==> src/rtl/async_evt_pkg.sv <==
// Shared helpers for the asynchronous event arbiter: index width, round-robin pick and
// the minimum blanking length.
package async_evt_pkg;

  localparam int unsigned BlankMin = 3;
  localparam int unsigned MaxLines = 16;

  function automatic int unsigned id_width(int unsigned n);
    return (n > 1) ? $clog2(n) : 1;
  endfunction

  // First set bit at or after ptr, wrapping at n-1; returns 0 when nothing is pending.
  function automatic logic [3:0] rr_pick(logic [MaxLines-1:0] pending, logic [3:0] ptr,
                                         int unsigned n);
    logic [3:0]  sel;
    logic        found;
    int unsigned idx;
    sel   = '0;
    found = 1'b0;
    for (int unsigned k = 0; k < MaxLines; k++) begin
      idx = 32'(ptr) + k;
      if (idx >= n) idx = idx - n;
      if (k < n && !found && pending[idx[3:0]]) begin
        sel   = idx[3:0];
        found = 1'b1;
      end
    end
    return sel;
  endfunction

endpackage

==> src/rtl/synch_3.sv <==
// Three-stage synchronizer with registered edge detect; stages are intentionally unreset.
module synch_3 #(
  parameter int unsigned WIDTH = 1
) (
  input  logic             clk,
  input  logic [WIDTH-1:0] d,
  output logic [WIDTH-1:0] o,
  output logic [WIDTH-1:0] rise,
  output logic [WIDTH-1:0] fall
);

  logic [WIDTH-1:0] s1_q, s2_q, s3_q, prev_q;

  always_ff @(posedge clk) begin
    s1_q   <= d;
    s2_q   <= s1_q;
    s3_q   <= s2_q;
    prev_q <= s3_q;
  end

  assign o    = s3_q;
  assign rise = s3_q & ~prev_q;
  assign fall = ~s3_q & prev_q;

endmodule

==> src/rtl/async_event_arbiter.sv <==
// Synchronizes N asynchronous event lines, latches their rising edges and serves them
// round-robin through a single valid/ready event port.
module async_event_arbiter
  import async_evt_pkg::*;
#(
  parameter int unsigned N            = 4,
  parameter int unsigned BLANK_CYCLES = 4,
  localparam int unsigned ID_W        = id_width(N)
) (
  input  logic            clk,
  input  logic            reset_n,
  input  logic [N-1:0]    async_in,
  input  logic [N-1:0]    line_en,
  output logic [N-1:0]    sync_level,
  output logic            evt_valid,
  output logic [ID_W-1:0] evt_id,
  input  logic            evt_ready,
  output logic [N-1:0]    overflow,
  input  logic [N-1:0]    overflow_clr,
  output logic            busy
);

  localparam int unsigned CntW = $clog2(BLANK_CYCLES + 1);

  logic [N-1:0]    rise;
  logic [N-1:0]    fall_unused;
  logic [N-1:0]    pending_q, pending_d;
  logic [N-1:0]    overflow_q, overflow_d;
  logic [N-1:0]    set, drop, load_mask;
  logic            valid_q, valid_d;
  logic [ID_W-1:0] id_q, id_d;
  logic [ID_W-1:0] ptr_q, ptr_d;
  logic [ID_W-1:0] sel;
  logic [CntW-1:0] blank_q, blank_d;
  logic            blanking;
  logic            load;

  for (genvar i = 0; i < N; i++) begin : g_sync
    synch_3 #(
      .WIDTH(1)
    ) u_sync (
      .clk  (clk),
      .d    (async_in[i]),
      .o    (sync_level[i]),
      .rise (rise[i]),
      .fall (fall_unused[i])
    );
  end

  always_comb begin
    blanking  = (blank_q != '0);
    blank_d   = blanking ? blank_q - 1'b1 : blank_q;
    set       = rise & line_en & {N{~blanking}};
    load      = (|pending_q) & (~valid_q | evt_ready);
    sel       = ID_W'(rr_pick(MaxLines'(pending_q), 4'(ptr_q), N));
    load_mask = load ? (N'(1) << sel) : '0;
    // A rise on the line being handed out this cycle refills pending instead of dropping.
    drop       = set & pending_q & ~load_mask;
    pending_d  = (pending_q & ~load_mask) | set;
    overflow_d = (overflow_q & ~overflow_clr) | drop;
    valid_d    = valid_q;
    id_d       = id_q;
    ptr_d      = ptr_q;
    if (load) begin
      valid_d = 1'b1;
      id_d    = sel;
      ptr_d   = (sel == ID_W'(N - 1)) ? '0 : sel + 1'b1;
    end else if (valid_q && evt_ready) begin
      valid_d = 1'b0;
    end
  end

  always_ff @(posedge clk) begin
    if (!reset_n) begin
      pending_q  <= '0;
      overflow_q <= '0;
      valid_q    <= 1'b0;
      id_q       <= '0;
      ptr_q      <= '0;
      blank_q    <= CntW'(BLANK_CYCLES);
    end else begin
      pending_q  <= pending_d;
      overflow_q <= overflow_d;
      valid_q    <= valid_d;
      id_q       <= id_d;
      ptr_q      <= ptr_d;
      blank_q    <= blank_d;
    end
  end

  assign evt_valid = valid_q;
  assign evt_id    = id_q;
  assign overflow  = overflow_q;
  assign busy      = (|pending_q) | valid_q;

endmodule

==> config.mk <==
export PLATFORM = sky130hd
export DESIGN_NAME = async_event_arbiter
export DESIGN_NICKNAME = d
export VERILOG_FILES = /design/src/rtl/async_evt_pkg.sv /design/src/rtl/synch_3.sv /design/src/rtl/async_event_arbiter.sv
export SDC_FILE = /design/constraint.sdc
export NUM_CORES = 1
export LEC_CHECK = 0
export ABC_AREA = 1
export BUFFER_PORTS_ARGS = -buffer_cell sky130_fd_sc_hd__buf_2
export CORE_ASPECT_RATIO = 0.9
export CORE_UTILIZATION = 33
export CTS_BUF_LIST = sky130_fd_sc_hd__clkbuf_8
export DETAILED_ROUTE_END_ITERATION = 16
export PLACE_DENSITY_LB_ADDON = 0.1
export SYNTH_ARGS = -nofsm -noshare
export SYNTH_HDL_FRONTEND = slang
export SYNTH_SLANG_ARGS = --single-unit
==> constraint.sdc <==
create_clock -name clk -period 6.6 [get_ports clk]
set_input_delay 0.99 -clock clk [delete_from_list [all_inputs] [get_ports clk]]
set_output_delay 0.99 -clock clk [all_outputs]
set_load 0.05 [all_outputs]
## After elaboration in Yosys (flattened, before gate mapping)

Cells that the tools add are included.

- Bits of input ports: 15
- Flip-flop bits (word level): 32
- Output and inout bits: 12

- Muxes and demuxes: 23
- Bitwise logic cells: 23
- Reductions and logical operators: 10
- Equal/unequal tests: 1
- $add $sub $neg: 9
- Shift operators: 1
- Magnitude comparators: 8

Operators by type and width:

| cell | count |
|---|---|
| AND 4 bit | 6 |
| < comparator 4 x 5 -> 1 bit, second input constant | 4 |
| two-way mux 4 bit | 5 |
| binary-select mux 1 bit (select 4 bit) | 4 |
| subtractor 3 x 3 -> 4 bit, second input constant | 3 |
| two-way mux 2 bit | 5 |
| greater-or-equal comparator 3 bit, second input constant | 3 |
| two-way mux 1 bit | 9 |
| NOT 4 bit | 2 |
| bitwise OR 4 bit | 2 |
| adder 2 x 2 -> 3 bit, second input constant | 2 |
| NOT 1 bit | 6 |
| AND 1 bit | 5 |
| logical AND 1 bit | 4 |
| OR reduction 4 bit | 1 |
| << shifter 1 x 2 -> 4 bit, first input constant | 1 |
| subtractor 2 x 3 -> 4 bit, second input constant | 1 |
| adder 2 x 1 -> 3 bit, second input constant | 1 |
| greater-or-equal comparator 2 x 3 -> 1 bit, second input constant | 1 |
| zero test 1 bit | 3 |
| nonzero test 3 bit | 1 |
| subtractor 3 x 1 -> 3 bit, second input constant | 1 |
| adder 2 x 1 -> 2 bit, second input constant | 1 |
| == test 2 bit, second input constant | 1 |
| 2 further kinds | 3 |

## Depth between registers and ports, before layout

- Depth in word-level cells: 19
- Gate-level depth with buffers: 16
- Gate-level depth less buffers: 16

## Hierarchy

A second synthesis with hierarchy kept.

- Cell total of the unflattened synthesis: 177
- Area, all modules: 1437.6 um2

By module, submodules not included:

| module | area each (um2) | sequential area each (um2) | cells an instance | times used |
|---|---|---|---|---|
| async_event_arbiter | 1057.3 | 320.3 | 145 | 1 |
| synch_3 | 95.1 | 80.1 | 8 | 4 |

## Least setup slack after synthesis

No wires, ideal clock.

- Path type: register to register
- Start: reg ptr_q[0]
- End: reg overflow_q[3], in the netlist overflow[3]
- Slack: 4.318 ns
- Data arrival time: 2.154 ns
- Clock period less this slack: 2.282 ns
- Path buffers: 0
- Stages on the path, launching flop included: 15
- Cells stage by stage: dfxtp_1 > inv_4 > ha_1 > inv_1 > nand3_2 > nand3_2 > nand3_2 > inv_1 > nand3_1 > nand2_2 > ha_1 > inv_1 > o21ai_0 > a2bb2oi_1 > nor2_1

- Longest elaborated chain between the ends: 19

Ends and longest elaborated chain:

| what | line | source |
|---|---|---|
| start: declaration | async_event_arbiter.sv:32 | `logic [ID_W-1:0] ptr_q, ptr_d;` |
| start signal: assignment | async_event_arbiter.sv:86 | `ptr_q <= ptr_d;` |
| parallel branches: the longest is 13 deep, another holds subtractor 3 x 3 -> 4 bit | - |  |
| two-way mux 2 bit (*) | async_evt_pkg.sv:23 | `if (k < n && !found && pending[idx[3:0]]) begin` |
| via sel[1] | async_event_arbiter.sv:33 | `logic [ID_W-1:0] sel;` |
| << shifter 1 x 2 -> 4 bit (*) | async_event_arbiter.sv:56 | `load_mask = load ? (N'(1) << sel) : '0;` |
| two-way mux 4 bit (*) | async_event_arbiter.sv:56 |  |
| NOT 4 bit (*) | async_event_arbiter.sv:58 | `drop = set & pending_q & ~load_mask;` |
| AND 4 bit (*) | async_event_arbiter.sv:58 |  |
| bitwise OR 4 bit (*) | async_event_arbiter.sv:60 | `overflow_d = (overflow_q & ~overflow_clr) \| drop;` |
| end signal: assignment | async_event_arbiter.sv:83 | `overflow_q <= overflow_d;` |
| end: declaration | async_event_arbiter.sv:28 | `logic [N-1:0] overflow_q, overflow_d;` |

Mark *: on every way through the listed nets, which the timed path passes. The select of a mux whose other input is x is not followed.
A chain may end at the register's enable or synchronous reset.

## Worst setup path after layout

Ends and elaborated chain as after synthesis.

==> summary.md <==
• **Yosys warning count** 0
• **via count** 1087
• **number of clock sinks** 32
• **WL per Instance** 10.1 µm
• **result of the run** finished, final reports clean
• **total chip power** 0.592 mW
• **final net count** 223
• **crit path launch type** register
• **Final Hold Vio Count** 0
• **final weighted congestion in routability-driven placement** 0.888
• **distinct cell type count of the synthesized netlist** 23
• **port bufs** 26
• **hold path startpoint** g_sync[3].u_sync.s2_q
• **max frequency** 0.386 GHz
• **power density cells** 354 nW/µm²
• **clock edge transition at the registers on the reported setup and hold paths** 0.06 ns
• **Setup CP Type** reg2reg
• **maximum vdd ir drop** 0.119 mV
• **worst-margin pin slew** 0.410 ns
• **residual overflow from global routing** 0
• **overall track demand over capacity in global routing** 12.7%
• **worst setup timing slack at the placement stage** 4.03 ns
• **diodes inserted** 0
• **cell depth of the worst min-delay path** 0
• **mapped cell area** 1410 µm²
• **routed length on met3** 108 µm
• **number of global-route vias before repair** 1035
• **kind of end point of the critical path** register
• **initial detailed-routing violation count** 28
• **DP Wirelength** 1.97 mm
• **area overhead of the layout relative to synthesis** 18.8%
• **final core utilization** 41.0%
• **number of standard cells after synthesis** 170
• **buffers inserted during post-CTS setup optimization** 0
• **startpoint of the worst register-to-register path** ptr_q[0]
• **total CTS buffers** 5
• **clock latency on the worst-skew pair** 0.28 ns
• **CTS tree** done
• **number of placement rows** 22
• **sum of buffers and inverters on the critical path** 4
• **Synth Net Count** 195
• **RSZ-0062 raised after global routing** false
• **worst reg2reg endpoint** overflow[3]
• **Setup Total Neg Slack** 0 ns
• **number of cell instances on the worst register-to-register path** 14
• **crit-path leading delay family** flip-flops
• **topmost layer with routed signal wires** met4
• **number of setup violations in the final report** 0
• **H-tree depth** 2
• **Hold Worst Slack** 0.327 ns
• **worst hold path class** reg2reg
• **Core Box Area** 4070 µm²
• **Final period util** 39.3%
• **initial antenna violation count** 0
• **critical path data required time** 6.76 ns
• **worst clock skew** 0.00570 ns
• **highest-count cells in the layout ignoring fill and taps** inv_1, dfxtp_1, nand2_1, buf_2
• **Critical Path, Cell by Cell** inv_4 > ha_1 > inv_1 > nand3_2 > nand3_2 > nand3_2 > inv_1 > nand3_1 > nand2_2 > ha_1 > inv_1 > o21ai_0 > a2bb2oi_1 > nor2_1
• **average via count per standard cell** 4.40
• **routed length on met2** 1.03 mm
• **initial core utilization** 34.6%
• **Pins Over Slew Limit** 0
• **Hold EP** g_sync[3].u_sync.o
• **count of hold buffers inserted by post-cts repair** 0
• **worst stage delay on the critical path** 0.57 ns
• **Final Critical Period** 2.59 ns
• **number of optimization iterations in the first detailed-route pass** 6
• **aggregate routed wire length** 2.49 mm
• **width of the die** 70.8 µm
• **fraction of layout instances using a drive strength above 1** 27.6%
• **wire length of the first global-routing pass** 4.47 mm
• **proportion of synthesized chip area in sequential cells** 45.5%
• **number of maximum-capacitance constraint violations** 0
• **number of gates given a new drive strength after cts** 0
• **Static Leak** 0.830 nW
• **largest net degree at the start of global routing** 12
• **I/O pin total** 27
• **Post-DRT Antenna Nets** 0
• **flip-flop and latch count after synthesis** 32
• **worst slew margin relative to its limit** 72.6%
• **data arrival time of the critical path** 2.75 ns
• **average size of a mapped cell** 8.28 µm²
• **chip height** 64.0 µm
• **Die Footprint** 4530 µm²
• **clk buf depth** 2
• **minimum setup slack among reg-to-reg paths** 4.01 ns
• **wire length on met1** 1.32 mm
• **highest net fanout along the worst path** 10
• **CP max-delay cell** dfxtp_1
• **Root Driver** clkbuf_8
• **post-route DRC violation count** 0
• **post-route worst setup slack** 4.01 ns
## power by group
part	switching [mW]	internal (mW)
clock network	0.0684	0.110
registers	0.0151	0.213
logic	0.123	0.0621
## cell type report
type	instances	area, µm²
clock buffer	5	68.8
multi-input combinational	99	603
clock inverter	3	38.8
tap	48	60.1
fill	424	2400
timing repair buffer	26	130
inverter	34	130
sequential	32	641
## worst register-to-register path, delay by kind of cell (launching register included)
| kind | cells | cell delay (ns) |
|---|---|---|
| buffers and inverters | 4 | 0.40 |
| AOI/OAI and AO/OA | 2 | 0.44 |
| and+or+nand+nor | 6 | 0.56 |
| adders and majority gates | 2 | 0.51 |
| DFF | 1 | 0.57 |
## cells by family (layout without fill, tap and decap cells)
| logic type | Yosys count | in the layout | share of synthesized area [%] |
|---|---|---|---|
| AOI/OAI and AO/OA | 23 | 23 | 9.96 |
| xor gates and xnor gates | 1 | 1 | 0.622 |
| adders and majority gates | 10 | 10 | 8.89 |
| buffers and inverters | 39 | 68 | 11.6 |
| DFF | 32 | 32 | 45.5 |
| and+or+nand+nor | 65 | 65 | 23.4 |
## stage by stage
stage / area [µm²] / instances
global route: 1670 / 247
global placement: 1560 / 239
floorplan: 1410 / 170
detailed placement: 1560 / 239
CTS: 1670 / 247
finish: 1670 / 247
## sequential cells by signal, summed over array words and instances (netlist names)
name	cells
blank_q	3
evt_id	2
pending_q	4
g_sync.u_sync.prev_q	4
overflow	4
g_sync.u_sync.o	4
g_sync.u_sync.s1_q	4
g_sync.u_sync.s2_q	4
evt_valid	1
ptr_q	2
## Yosys cell counts
library cell / n / area, µm²
a21oi_1: 8 / 40.0
a22oi_1: 1 / 7.51
a2bb2oi_1: 4 / 35.0
buf_4: 4 / 30.0
clkbuf_1: 1 / 3.75
dfxtp_1: 32 / 641
ha_1: 10 / 125
inv_1: 31 / 116
inv_2: 2 / 7.51
inv_4: 1 / 6.26
nand2_1: 28 / 105
nand2_2: 7 / 43.8
nand3_1: 3 / 15.0
nand3_2: 7 / 70.1
nand4_1: 3 / 18.8
nor2_1: 10 / 37.5
nor2_2: 2 / 12.5
nor3_1: 4 / 20.0
o21ai_0: 6 / 30.0
o21ai_1: 2 / 10.0
o21ai_2: 2 / 17.5
or2_2: 1 / 6.26
xnor2_1: 1 / 8.76
## worst max path at each step
stage	start	to	slack, ns	cells after the start
2_1_floorplan	ptr_q[0]	overflow[3]	4.32	14
3_3_place_gp	ptr_q[0]	overflow[3]	4.14	14
3_5_place_dp	ptr_q[0]	overflow[3]	4.03	14
4_1_cts	ptr_q[0]	overflow[3]	4.02	14
5_1_grt	ptr_q[0]	overflow[3]	3.79	14
6_report	ptr_q[0]	overflow[3]	4.01	14
## metal layers
metal / vias up / global-route usage [%]
li1: 581 / -
met1: 481 / 16.2
met2: 23 / 19.8
met3: 2 / 4.26
met4: 0 / 4.50
met5: - / 0
(Power assumes the default switching activity.)
